==> config.mk <==
export PLATFORM = sky130hd
export DESIGN_NAME = bcd_serial_adder
export DESIGN_NICKNAME = d
export VERILOG_FILES = /design/src/rtl/bcd_serial_adder.sv
export SDC_FILE = /design/constraint.sdc
export NUM_CORES = 1
export LEC_CHECK = 0
export ABC_AREA = 1
export BUFFER_PORTS_ARGS = -buffer_cell sky130_fd_sc_hd__buf_2
export CORE_ASPECT_RATIO = 0.8
export CORE_MARGIN = 8
export CORE_UTILIZATION = 30
export DETAILED_ROUTE_END_ITERATION = 8
export PLACE_DENSITY = 0.59
export SLEW_MARGIN = 40
export SYNTH_ARGS = -nofsm -noshare
export SYNTH_HDL_FRONTEND = slang
export SYNTH_SLANG_ARGS = --single-unit
export TNS_END_PERCENT = 50
==> constraint.sdc <==
create_clock -name clk -period 3.65 [get_ports clk]
set_input_delay 0.365 -clock clk [delete_from_list [all_inputs] [get_ports clk]]
set_output_delay 0.365 -clock clk [all_outputs]
set_load 0.05 [all_outputs]
==> src/rtl/bcd_serial_adder.sv <==
// Multi-digit BCD adder/subtractor, one decimal digit per clock, LSD first.
// Ports:
//   clk, rst_n        clock, asynchronous active-low reset
//   start             request, sampled only in IDLE
//   sub               0 = a+b+cin, 1 = a-b-cin (latched on start)
//   a, b              packed BCD operands, digit 0 in bits [3:0]
//   cin               carry-in (add) / borrow-in (subtract)
//   sum               packed BCD result
//   cout              carry-out (add) / borrow-out (subtract)
//   invalid           a latched operand digit was greater than 9
//   busy              high while RUN or DONE
//   done              one-cycle completion pulse
module bcd_serial_adder #(
  parameter int unsigned DIGITS = 4
) (
  input  logic                  clk,
  input  logic                  rst_n,
  input  logic                  start,
  input  logic                  sub,
  input  logic [4*DIGITS-1:0]   a,
  input  logic [4*DIGITS-1:0]   b,
  input  logic                  cin,
  output logic [4*DIGITS-1:0]   sum,
  output logic                  cout,
  output logic                  invalid,
  output logic                  busy,
  output logic                  done
);

  localparam int unsigned W     = 4 * DIGITS;
  localparam int unsigned IDX_W = (DIGITS > 1) ? $clog2(DIGITS) : 1;
  localparam logic [IDX_W-1:0] LAST_IDX = IDX_W'(DIGITS - 1);

  typedef enum logic [1:0] {
    S_IDLE = 2'd0,
    S_RUN  = 2'd1,
    S_DONE = 2'd2
  } state_t;

  state_t           state_q, state_d;
  logic [IDX_W-1:0] idx_q, idx_d;
  logic             carry_q, carry_d;
  logic             sub_q, sub_d;
  logic             inv_q, inv_d;
  logic [W-1:0]     a_q, a_d;
  logic [W-1:0]     b_q, b_d;
  logic [W-1:0]     res_q, res_d;
  logic [W-1:0]     sum_d;
  logic             cout_d, invalid_d, busy_d, done_d;

  // Digit datapath signals
  logic [3:0]       a_dig, b_dig, b_adj, digit;
  logic [4:0]       t;
  logic             c_next;
  logic [W-1:0]     res_ins;
  logic             inv_scan;

  // State and datapath registers
  always_ff @(posedge clk or negedge rst_n) begin
    if (!rst_n) begin
      state_q <= S_IDLE;
      idx_q   <= '0;
      carry_q <= 1'b0;
      sub_q   <= 1'b0;
      inv_q   <= 1'b0;
      a_q     <= '0;
      b_q     <= '0;
      res_q   <= '0;
      sum     <= '0;
      cout    <= 1'b0;
      invalid <= 1'b0;
      busy    <= 1'b0;
      done    <= 1'b0;
    end else begin
      state_q <= state_d;
      idx_q   <= idx_d;
      carry_q <= carry_d;
      sub_q   <= sub_d;
      inv_q   <= inv_d;
      a_q     <= a_d;
      b_q     <= b_d;
      res_q   <= res_d;
      sum     <= sum_d;
      cout    <= cout_d;
      invalid <= invalid_d;
      busy    <= busy_d;
      done    <= done_d;
    end
  end

  // Next-state, digit arithmetic and registered-output values
  always_comb begin
    state_d   = state_q;
    idx_d     = idx_q;
    carry_d   = carry_q;
    sub_d     = sub_q;
    inv_d     = inv_q;
    a_d       = a_q;
    b_d       = b_q;
    res_d     = res_q;
    sum_d     = sum;
    cout_d    = cout;
    invalid_d = invalid;
    busy_d    = busy;
    done_d    = 1'b0;

    // Select the current digit pair
    a_dig = '0;
    b_dig = '0;
    for (int i = 0; i < int'(DIGITS); i++) begin
      if (IDX_W'(i) == idx_q) begin
        a_dig = a_q[4*i +: 4];
        b_dig = b_q[4*i +: 4];
      end
    end

    // Subtraction adds the nine's complement; the initial carry supplies the +1
    b_adj = sub_q ? 4'(4'd9 - b_dig) : b_dig;
    t     = 5'(a_dig) + 5'(b_adj) + 5'(carry_q);
    if (t > 5'd9) begin
      digit  = 4'(t + 5'd6);
      c_next = 1'b1;
    end else begin
      digit  = t[3:0];
      c_next = 1'b0;
    end

    res_ins = res_q;
    for (int i = 0; i < int'(DIGITS); i++) begin
      if (IDX_W'(i) == idx_q) res_ins[4*i +: 4] = digit;
    end

    // Any non-BCD digit in the incoming operands
    inv_scan = 1'b0;
    for (int i = 0; i < int'(DIGITS); i++) begin
      if ((a[4*i +: 4] > 4'd9) || (b[4*i +: 4] > 4'd9)) inv_scan = 1'b1;
    end

    case (state_q)
      S_IDLE: begin
        if (start) begin
          state_d = S_RUN;
          a_d     = a;
          b_d     = b;
          sub_d   = sub;
          idx_d   = '0;
          carry_d = sub ? ~cin : cin;
          inv_d   = inv_scan;
          busy_d  = 1'b1;
        end
      end
      S_RUN: begin
        res_d   = res_ins;
        carry_d = c_next;
        if (idx_q == LAST_IDX) begin
          state_d   = S_DONE;
          sum_d     = res_ins;
          cout_d    = sub_q ? ~c_next : c_next;
          invalid_d = inv_q;
          done_d    = 1'b1;
        end else begin
          idx_d = idx_q + IDX_W'(1);
        end
      end
      S_DONE: begin
        state_d = S_IDLE;
        busy_d  = 1'b0;
      end
      default: begin
        state_d = S_IDLE;
        busy_d  = 1'b0;
      end
    endcase
  end

endmodule

==> results.cfg <==
[status]
outcome = finished, violations left
violations = hold timing

[routing]
totalWireLength_mm = 9.423
antenna_left = 0
drcViolationCount = 0
vias = 3126
detail_route.wl_per_cell_um = 14.23
first_pass_iters = 5
drt_iter0_markers = 187
vias_per_cell = 4.722

[yosys]
ys_warn_count = 0
yosysTopAreaCellShare = 0.4963
yosysSeqAreaShare = 0.4963
ys_ff_latch = 71
syn_avg_cell_area_um2 = 7.990
synthDistinctLibCells = 31
synthCells = 448
syn-cell-area_mm2 = 0.003580
synth_area_leaders = dfrtp_1 50%, nand2_1 18%, nand3_1 6.4%
synth_largest_area_cell = dfrtp_1
syn_nets = 496

[placed_design]
port_buffers = 56
pre_cts_slack_ns = 0.01721
place.gp.congestion = 0.8496
dp_cells = 642
dpl.hpwl_mm = 6.938

[sta]
finClkSkew_ns = 0.007624
tightest_slew_ns = 0.5531
slew_violations = 0
hold_viol = 33
timing.final.crit_share = 0.9313
setup_ws_ns = 0.2508
setup_viol = 0
fmax_ghz = 0.2942
whs_ns = -0.02136
fin_setup_tns_ns = 0
min_period_ns = 3.399
slew_headroom = 0.6307

[clocking]
cts-buffers-inserted = 9
clk_latency_ns = 0.33
htree_levels = 3
cts_buffer_depth = 2
hold_buffers = 0
cts_root_buf = clkbuf_16
cts_tree = yes
clk_pin_slew_ns = 0.06
clock_sinks = 71

[critical_path]
reg2reg_from = idx_q[0]
worst-setup-path-type = reg2reg
required_ns = 3.92
reg2reg_depth = 18
start_kind = flip-flop
worstPathArrival_ns = 3.67
r2r_slack_ns = 0.25
worst_setup_path_end_kind = flip-flop
startpoint = idx_q[0]
critPathMaxFanout = 7
reg2reg_to = res_q[9]
endpoint = res_q[9]

[layout]
layout-drive-gt1-share = 0.2490
instances_no_fill = 662
synthToLayoutAreaGrowth_pct = 24.47
n_antenna_cell = 0
fillers = 1166
multi_input_area_mm2 = 0.001650
final_cell_mix = 168 x nand2_1, 70 x dfrtp_1, 55 x buf_2
final_common_cell = nand2_1
seq_area_mm2 = 0.001778
nets = 557

[grt]
antenna_found_initial = 0
grt_pass1_wl_mm = 15.68
grtUsageTotal = 0.1223
grt-ovfl-total = 0
grt_pass1_vias = 3134
grt_max_degree = 40

[min_path]
hold_class = in2async

[floorplanning]
dieWidth_um = 138.1
num_rows = 35
start_util = 0.3096
die_y_um = 113.7
ioPinCount = 57
dieArea_mm2 = 0.01571
core_mm2 = 0.01156

[job]
max_cap_viol_count = 0
[registers in the layout (all words and copies together), names as in the netlist]
register  count
sub_q         1
done          1
sum          16
busy          1
a_q          16
inv_q         1
invalid       1
state_q       2
b_q          16
cout          1
res_q        12
idx_q         2
carry_q       1
[metrics by stage]
| step | instance area [µm²] | util |
|---|---|---|
| 6_report | 4456 | 0.3854 |
| 5_1_grt | 4456 | 0.3854 |
| 4_1_cts | 4347 | 0.3760 |
| 3_5_place_dp | 4014 | 0.3472 |
| 3_3_place_gp | 4014 | 0.3472 |
| 2_1_floorplan | 3580 | - |
[routing by layer]
metal / GRT usage / up-vias / part of all wire
met2: 0.1756 / 93 / 0.41
met4: 0.03540 / 0 / 0.014
met5: 0 / - / 0
met1: 0.1664 / 1469 / 0.49
met3: 0.04610 / 10 / 0.082
li1: - / 1554 / -
[cells in the mapped netlist, drive strengths merged]
cell type,number
nor3,1
a21oi,20
nand4,1
xor2,1
nand3,48
o21ai,37
dfrtp,71
ha,9
clkbuf,6
nor2,18
fa,2
inv,33
a22oi,1
xnor2,2
or2,10
buf,12
nand2,176
[timing repair]
item | CTS | global route
endpoints found under the hold margin | 0 | 0
setup buffers | 0 | 4
resized for setup | 0 | 23
endpoints found under the setup margin | 0 | 23
[cell type report]
type | count | share of cell area
multi-input combinational | 326 | 0.3704
tap | 148 | 0.04156
clock buffer | 11 | 0.05673
sequential | 71 | 0.3990
clock inverter | 5 | 0.01797
timing repair buffer | 68 | 0.08453
inverter | 33 | 0.02977
[worst max-delay path, stage by stage, from the launching register on]
cell	delay (ns)
dfrtp_2	0.45
inv_4	0.10
ha_4	0.20
clkinvlp_4	0.14
o21ai_1	0.15
a21oi_1	0.09
xor2_1	0.17
fa_2	0.42
fa_1	0.45
nand2_1	0.12
nand2_2	0.09
ha_2	0.21
a21oi_2	0.11
nand2_2	0.12
nand2_4	0.13
nand2_2	0.09
nand3_1	0.12
nand3_1	0.08
nand2_1	0.08
[worst min path at each step]
stage | from | endpoint | depth (start not counted)
floorplan | rst_n | a_q[0] | 0
global placement | res_q[5] | res_q[5] | 2
detailed placement | sum[0] | sum[0] | 2
CTS | rst_n | a_q[9] | 1
global route | rst_n | a_q[6] | 1
finish | rst_n | a_q[6] | 1
[cells by family (layout without fill, tap and decap cells)]
group,Yosys count,in the layout,share of synthesized area
fa+ha+maj,11,11,0.04264
compound gates,58,58,0.08599
buf+inv,51,117,0.06012
simple gates,254,254,0.3076
xor+xnor,3,3,0.007341
flops,71,71,0.4963
Power is not shown: default switching activity piles up to over one toggle a cycle in this logic, so the estimate is an artifact.
